## src/rtl/pid_pwm_driver_pkg.sv

```systemverilog
// Shared defaults, channel state encoding and width helper for the PID-driven PWM bridge driver.
package pid_pwm_driver_pkg;

  localparam int unsigned PWM_PERIOD_DEF  = 1000;
  localparam int unsigned DEADTIME_DEF    = 50;
  localparam int unsigned WDOG_FRAMES_DEF = 100;

  typedef enum logic [1:0] {
    StIdle,
    StFwd,
    StRev,
    StDead
  } chn_state_e;

  // Counter must hold PWM_PERIOD itself so a full-scale magnitude means 100% duty.
  function automatic int unsigned cnt_width(input int unsigned period);
    return $clog2(period + 1);
  endfunction

endpackage

```

## src/rtl/pid_pwm_driver_chn.sv

```systemverilog
// One motor channel: shadow/active duty, direction FSM with dead time, watchdog and registered
// bridge outputs.
module pwm_chn_fsm
  import pid_pwm_driver_pkg::*;
#(
  parameter int unsigned PWM_PERIOD  = PWM_PERIOD_DEF,
  parameter int unsigned DEADTIME    = DEADTIME_DEF,
  parameter int unsigned WDOG_FRAMES = WDOG_FRAMES_DEF,
  parameter int unsigned CNT_WIDTH   = 10
) (
  input  logic                 clk,
  input  logic                 rst,
  input  logic [CNT_WIDTH-1:0] cnt_i,
  input  logic                 wrap_i,
  input  logic                 wr_i,
  input  logic                 wr_dir_i,
  input  logic [CNT_WIDTH-1:0] wr_mag_i,
  input  logic                 stop_i,
  output logic                 in1_o,
  output logic                 in2_o
);

  localparam int unsigned WW = $clog2(WDOG_FRAMES + 1);

  chn_state_e           state_q, state_d;
  logic                 shadow_dir_q, shadow_dir_d, act_dir_q, act_dir_d;
  logic [CNT_WIDTH-1:0] shadow_mag_q, shadow_mag_d, act_mag_q, act_mag_d;
  logic [WW-1:0]        wdog_q, wdog_d;
  logic                 in1_q, in1_d, in2_q, in2_d;
  logic                 duty_on, expire;

  always_comb begin
    state_d      = state_q;
    shadow_dir_d = shadow_dir_q;
    shadow_mag_d = shadow_mag_q;
    act_dir_d    = act_dir_q;
    act_mag_d    = act_mag_q;
    wdog_d       = wdog_q;
    in1_d        = 1'b0;
    in2_d        = 1'b0;
    duty_on      = cnt_i < act_mag_q;
    expire       = !wr_i && wrap_i && (wdog_q >= WW'(WDOG_FRAMES - 1));

    if (wr_i) begin
      shadow_dir_d = wr_dir_i;
      shadow_mag_d = wr_mag_i;
      wdog_d       = '0;
    end else if (wrap_i && (wdog_q < WW'(WDOG_FRAMES))) begin
      wdog_d = wdog_q + 1'b1;
    end

    unique case (state_q)
      StIdle: ;
      StFwd:  in1_d = duty_on;
      StRev:  in2_d = duty_on;
      // Dead time is measured on the shared counter since it always starts at frame start.
      StDead: if (cnt_i == CNT_WIDTH'(DEADTIME - 1)) state_d = act_dir_q ? StRev : StFwd;
      default: state_d = StIdle;
    endcase

    if (wrap_i) begin
      act_mag_d = shadow_mag_q;
      act_dir_d = shadow_dir_q;
      if (shadow_mag_q == '0) begin
        state_d = StIdle;
      end else if (state_q == StIdle || shadow_dir_q == act_dir_q) begin
        state_d = shadow_dir_q ? StRev : StFwd;
      end else begin
        state_d = StDead;
      end
    end

    if (expire || stop_i) begin
      state_d      = StIdle;
      act_mag_d    = '0;
      shadow_mag_d = '0;
    end
    if (stop_i) begin
      in1_d = 1'b0;
      in2_d = 1'b0;
    end
  end

  always_ff @(posedge clk) begin
    if (rst) begin
      state_q      <= StIdle;
      shadow_dir_q <= 1'b0;
      shadow_mag_q <= '0;
      act_dir_q    <= 1'b0;
      act_mag_q    <= '0;
      wdog_q       <= '0;
      in1_q        <= 1'b0;
      in2_q        <= 1'b0;
    end else begin
      state_q      <= state_d;
      shadow_dir_q <= shadow_dir_d;
      shadow_mag_q <= shadow_mag_d;
      act_dir_q    <= act_dir_d;
      act_mag_q    <= act_mag_d;
      wdog_q       <= wdog_d;
      in1_q        <= in1_d;
      in2_q        <= in2_d;
    end
  end

  assign in1_o = in1_q;
  assign in2_o = in2_q;

  a_no_shoot_through: assert property (@(posedge clk) disable iff (rst) !(in1_q && in2_q));

endmodule

```

## src/rtl/pid_pwm_driver.sv

```systemverilog
// Sign-magnitude PWM driver for NUM_CHN H-bridges fed by the PID core's control stream;
// owns the shared frame counter and the control-word decode.
module pid_pwm_driver
  import pid_pwm_driver_pkg::*;
#(
  parameter int unsigned DATA_WIDTH  = 16,
  parameter int unsigned NUM_CHN     = 4,
  parameter int unsigned CHN_WIDTH   = 3,
  parameter int unsigned PWM_PERIOD  = PWM_PERIOD_DEF,
  parameter int unsigned DEADTIME    = DEADTIME_DEF,
  parameter int unsigned WDOG_FRAMES = WDOG_FRAMES_DEF
) (
  input  logic                  clk,
  input  logic                  rst,
  input  logic                  u_valid_i,
  input  logic [CHN_WIDTH-1:0]  u_chn_i,
  input  logic [DATA_WIDTH-1:0] u_data_i,
  input  logic [NUM_CHN-1:0]    stop_i,
  output logic [NUM_CHN-1:0]    motor_in1_o,
  output logic [NUM_CHN-1:0]    motor_in2_o,
  output logic                  frame_o
);

  localparam int unsigned CNT_WIDTH = cnt_width(PWM_PERIOD);

  logic [CNT_WIDTH-1:0]  cnt_q, cnt_d;
  logic                  frame_q;
  logic                  wrap;
  logic                  neg;
  logic [DATA_WIDTH-1:0] abs_u;
  logic [CNT_WIDTH-1:0]  mag;
  logic [NUM_CHN-1:0]    wr;

  assign wrap  = (cnt_q == CNT_WIDTH'(PWM_PERIOD - 1));
  assign cnt_d = wrap ? '0 : cnt_q + 1'b1;

  always_comb begin
    neg = u_data_i[DATA_WIDTH-1];
    // Most negative value has no positive twin; saturate before taking the magnitude.
    if (u_data_i == {1'b1, {(DATA_WIDTH-1){1'b0}}}) begin
      abs_u = {1'b0, {(DATA_WIDTH-1){1'b1}}};
    end else if (neg) begin
      abs_u = -u_data_i;
    end else begin
      abs_u = u_data_i;
    end
    if (abs_u > DATA_WIDTH'(PWM_PERIOD)) begin
      mag = CNT_WIDTH'(PWM_PERIOD);
    end else begin
      mag = abs_u[CNT_WIDTH-1:0];
    end
    wr = '0;
    for (int unsigned c = 0; c < NUM_CHN; c++) begin
      if (u_valid_i && (u_chn_i == CHN_WIDTH'(c)) && !stop_i[c]) wr[c] = 1'b1;
    end
  end

  always_ff @(posedge clk) begin
    if (rst) begin
      cnt_q   <= '0;
      frame_q <= 1'b0;
    end else begin
      cnt_q   <= cnt_d;
      frame_q <= wrap;
    end
  end

  assign frame_o = frame_q;

  for (genvar g = 0; g < NUM_CHN; g++) begin : g_chn
    pwm_chn_fsm #(
      .PWM_PERIOD (PWM_PERIOD),
      .DEADTIME   (DEADTIME),
      .WDOG_FRAMES(WDOG_FRAMES),
      .CNT_WIDTH  (CNT_WIDTH)
    ) u_chn (
      .clk     (clk),
      .rst     (rst),
      .cnt_i   (cnt_q),
      .wrap_i  (wrap),
      .wr_i    (wr[g]),
      .wr_dir_i(neg),
      .wr_mag_i(mag),
      .stop_i  (stop_i[g]),
      .in1_o   (motor_in1_o[g]),
      .in2_o   (motor_in2_o[g])
    );
  end

endmodule
```

## config.mk

```make
export PLATFORM = sky130hd
export DESIGN_NAME = pid_pwm_driver
export DESIGN_NICKNAME = d
export VERILOG_FILES = /design/src/rtl/pid_pwm_driver_pkg.sv /design/src/rtl/pid_pwm_driver_chn.sv /design/src/rtl/pid_pwm_driver.sv
export SDC_FILE = /design/constraint.sdc
export NUM_CORES = 1
export LEC_CHECK = 0
export BUFFER_PORTS_ARGS = -buffer_cell sky130_fd_sc_hd__buf_4
export CORE_MARGIN = 2
export CORE_UTILIZATION = 46
export DETAILED_ROUTE_END_ITERATION = 8
export SLEW_MARGIN = 20
export SYNTH_ARGS = -nofsm -noshare
export SYNTH_HDL_FRONTEND = slang
export SYNTH_SLANG_ARGS = --single-unit
```

## constraint.sdc

```tcl
create_clock -name clk -period 2.8 [get_ports clk]
set_clock_uncertainty 0.15 [all_clocks]
set_input_delay 0.14 -clock clk [delete_from_list [all_inputs] [get_ports clk]]
set_output_delay 0.14 -clock clk [all_outputs]
set_load 0.05 [all_outputs]
```

==> metrics <==
status completed; Overall Global Routing Usage approximately 23%; Root Buffer sky130_fd_sc_hd__clkbuf_16; detailed-route wire length 18,300 um; final count of negative-setup-slack endpoints 0; sequential-to-total area share from yosys stat 39.0%; grt total ovfl 0; maximum clock rate between 300 and 400 MHz; maxcap violations 0; slew at the pin closest to its max-slew limit between 0.9 and 1 ns; via density per instance about 5.4; most common flop cell mapped by yosys sky130_fd_sc_hd__dfxtp_1; headroom to the max-slew limit about two fifths; area of the placeable core 15,700 um2; most frequent standard cell in the layout excluding fill and tap cells sky130_fd_sc_hd__nand2_1; I/O pin total 35; final layout net count between 1,000 and 1,500; number of hold violations in the final report 0; antenna violations before repair 0; number of cells in the finished layout apart from fillers 1,173; Synth Net Count about 970; global-route wire length before repair 30,100 um; DR WL/cell 15.6 um; register-to-register path setup slack 0.19 ns; area of the mapped netlist between 7000 and 8000 um2; First DRT Iteration DRCs 338; commonest cells after routing, fill and taps aside sky130_fd_sc_hd__nand2_1 (160), sky130_fd_sc_hd__dfxtp_1 (143), sky130_fd_sc_hd__nor2_1 (92); RSZ-0062 raised after global routing false; VDD IR-drop max ~0.47 mV; xor/xnor share of the synthesized area under 10%; P per Cell Area 521 nW/um2; number of antenna repair diodes 0; slowest cell delay on critical path 0.69 ns; minimum period implied by the final worst setup slack 2.61 ns; DRC violation count after routing 0; Detailed Place HPWL 13,200 um; flops & latches, synth 143; required time reported for the critical path endpoint between 2 and 3 ns; TritonCTS clock tree built; remaining antenna violation count after routing 0; worst hold margin between 0.007 and 0.008 ns; vias after detailed routing 6,340; startpoint of the most critical register-to-register path cnt_q[0]; number of different library cells in the post-synthesis netlist 63; worst-case clock buffer depth 2; width of the chip around 130 um; synthesis-to-layout area growth 16.5%; Crit path arrival time 2.80 ns; weighted congestion at the end of routability-driven global placement ~0.9; combinational family with the most area after synthesis simple AND/OR/NAND/NOR gates; maximum number of pins on one net before global-route repair 54; post-CTS repair timing setup buffer count 0; cell leakage power between 3 and 4 nW; sink count of the clock tree about 140; Post-Synth Simple-Gate Area between 20% and 30%; Hold/Removal Path Class primary input to flip-flop; Mapped Avg Cell Area 8.17 um2; CP Buf/Inv Count 1; Top Family by Delay on Critical Path simple AND/OR/NAND/NOR gates; CP max FO 17; category of the critical setup timing path flip-flop to flip-flop; highest-delay cell along the critical path sky130_fd_sc_hd__or4_4; multiplexer area fraction after synthesis 0.835%; max-slew violations 0; number of clock buffers inserted by TritonCTS 17; row count 46; Syn. warnings 0; Cell Count Post-Placement between 1,000 and 1,500; sort of element at the end of the critical path flip-flop; synthesized-area fraction occupied by ao, oa, aoi and oai cells between 10% and 20%; EDFF count, synth 0; vias in the first global route just under 6,000; Critical Path Start Type flip-flop; worst-path cell chain ha_1, nand4_2, or4_4, buf_4, a31oi_1, o21ai_0, a21o_1, a211oi_1; clk_lat worst skew ~0.43 ns; startpoint of the worst hold path u_data_i[0]; starting density of the core between 40 and 50%; share of synthesized cell area in full adder, half adder and majority cells ~7.3%; Synth async-reset ratio 0%; cells after synthesis between 800 and 900; floorplan die area approximately 17,000 um2; First-pass DRT Iterations 5; fraction of the cycle the final worst path needs 93.1%; Worst-path clk slew roughly 0.06 ns; count of buffers from port buffering 34; die height ~130 um; H-tree levels 4; final sum of negative setup slack 0 ns; launch point of the worst path cnt_q[0]; proportion of layout cells with a drive suffix above 1 between 10% and 20%
## what timing repair did
item	CTS	global route
endpoints found under the hold margin	16	0
resized for setup	0	4
endpoints found under the setup margin	0	9
hold buffers	5	0
## final timing paths
path / to / cells past startpoint
min reg2reg: g_chn[1].u_chn.act_mag_q[3] / 2
min: g_chn[0].u_chn.shadow_mag_q[0] / 3
max reg2reg: g_chn[3].u_chn.state_q[0] / 8
max: g_chn[3].u_chn.state_q[0] / 8
## metal layers
metal  vias to the layer above  track usage, %  wire length [um]
met4                         0            8.29               348
met2                       127            34.7              8230
li1                       3277               -                 -
met5                         -               0                 0
met1                      2911            32.1              9170
met3                        25            4.43               590
## area by class of cell
type	count	area [um2]
fillers	1511	7160
multi-input cells	667	4130
flip-flops and latches	143	2860
repair buffers	73	573
clock buffers	19	453
well taps	216	270
inverters	44	165
clock inverters	11	92.6
## sequential cells by signal (all words and copies together), names as in the netlist
name                      count
g_chn.u_chn.act_mag_q        40
g_chn.u_chn.shadow_mag_q     40
g_chn.u_chn.wdog_q           28
cnt_q                        10
g_chn.u_chn.state_q           8
g_chn.u_chn.act_dir_q         4
g_chn.u_chn.in1_o             4
g_chn.u_chn.in2_o             4
g_chn.u_chn.shadow_dir_q      4
frame_o                       1
## cell families (layout without fill, tap and decap cells)
logic type / Yosys count / after routing
flops: 143 / 143
simple gates: 381 / 381
buf+inv: 89 / 147
xor+xnor: 33 / 33
fa+ha+maj: 43 / 43
compound gates: 204 / 204
mux: 6 / 6
## cell usage after synthesis (12+ instances only)
| cell type | instances | area (um2) |
|---|---|---|
| sky130_fd_sc_hd__o21ai_0 | 25 | 125 |
| sky130_fd_sc_hd__inv_1 | 44 | 165 |
| sky130_fd_sc_hd__xor2_1 | 25 | 219 |
| sky130_fd_sc_hd__a31oi_1 | 17 | 106 |
| sky130_fd_sc_hd__nor2_1 | 92 | 345 |
| sky130_fd_sc_hd__nand2b_1 | 18 | 113 |
| sky130_fd_sc_hd__nor3_1 | 27 | 135 |
| sky130_fd_sc_hd__dfxtp_1 | 143 | 2860 |
| sky130_fd_sc_hd__clkbuf_1 | 23 | 86.3 |
| sky130_fd_sc_hd__nand4_1 | 15 | 93.8 |
| sky130_fd_sc_hd__ha_1 | 43 | 538 |
| sky130_fd_sc_hd__a211oi_1 | 19 | 143 |
| sky130_fd_sc_hd__nand3_1 | 22 | 110 |
| sky130_fd_sc_hd__a32oi_1 | 12 | 105 |
| sky130_fd_sc_hd__a21o_1 | 12 | 90.1 |
| sky130_fd_sc_hd__nand2_1 | 160 | 601 |
| sky130_fd_sc_hd__a21oi_1 | 69 | 345 |
## worst reg2reg max path, cell delays in order (launching register included)
cell                       delay [ns]
sky130_fd_sc_hd__dfxtp_1         0.33
sky130_fd_sc_hd__ha_1            0.19
sky130_fd_sc_hd__nand4_2         0.15
sky130_fd_sc_hd__or4_4           0.69
sky130_fd_sc_hd__buf_4           0.26
sky130_fd_sc_hd__a31oi_1         0.24
sky130_fd_sc_hd__o21ai_0         0.13
sky130_fd_sc_hd__a21o_1          0.19
sky130_fd_sc_hd__a211oi_1        0.20
## report_power, final
part | total (mW) | switching (mW) | leakage [nW] | internal (mW)
Clock | 2.13 | 0.877 | 0.270 | 1.25
Sequential | 2.05 | 0.00525 | 1.15 | 2.04
Combinational | 0.278 | 0.173 | 1.61 | 0.106
## through the flow
stage / total power [mW] / cell area (um2) / utilization (%) / setup slack [ns]
after floorplan: 2.25 / 7340 / - / 0.162
after global placement: 2.36 / 7920 / 50.4 / 0.204
after detailed placement: 2.36 / 7920 / 50.4 / 0.154
after CTS: 4.47 / 8510 / 54.2 / 0.132
after global routing: 4.60 / 8550 / 54.4 / 0.00398
final: 4.45 / 8550 / 54.4 / 0.192
Note: power is estimated with default switching activity, not from simulation.
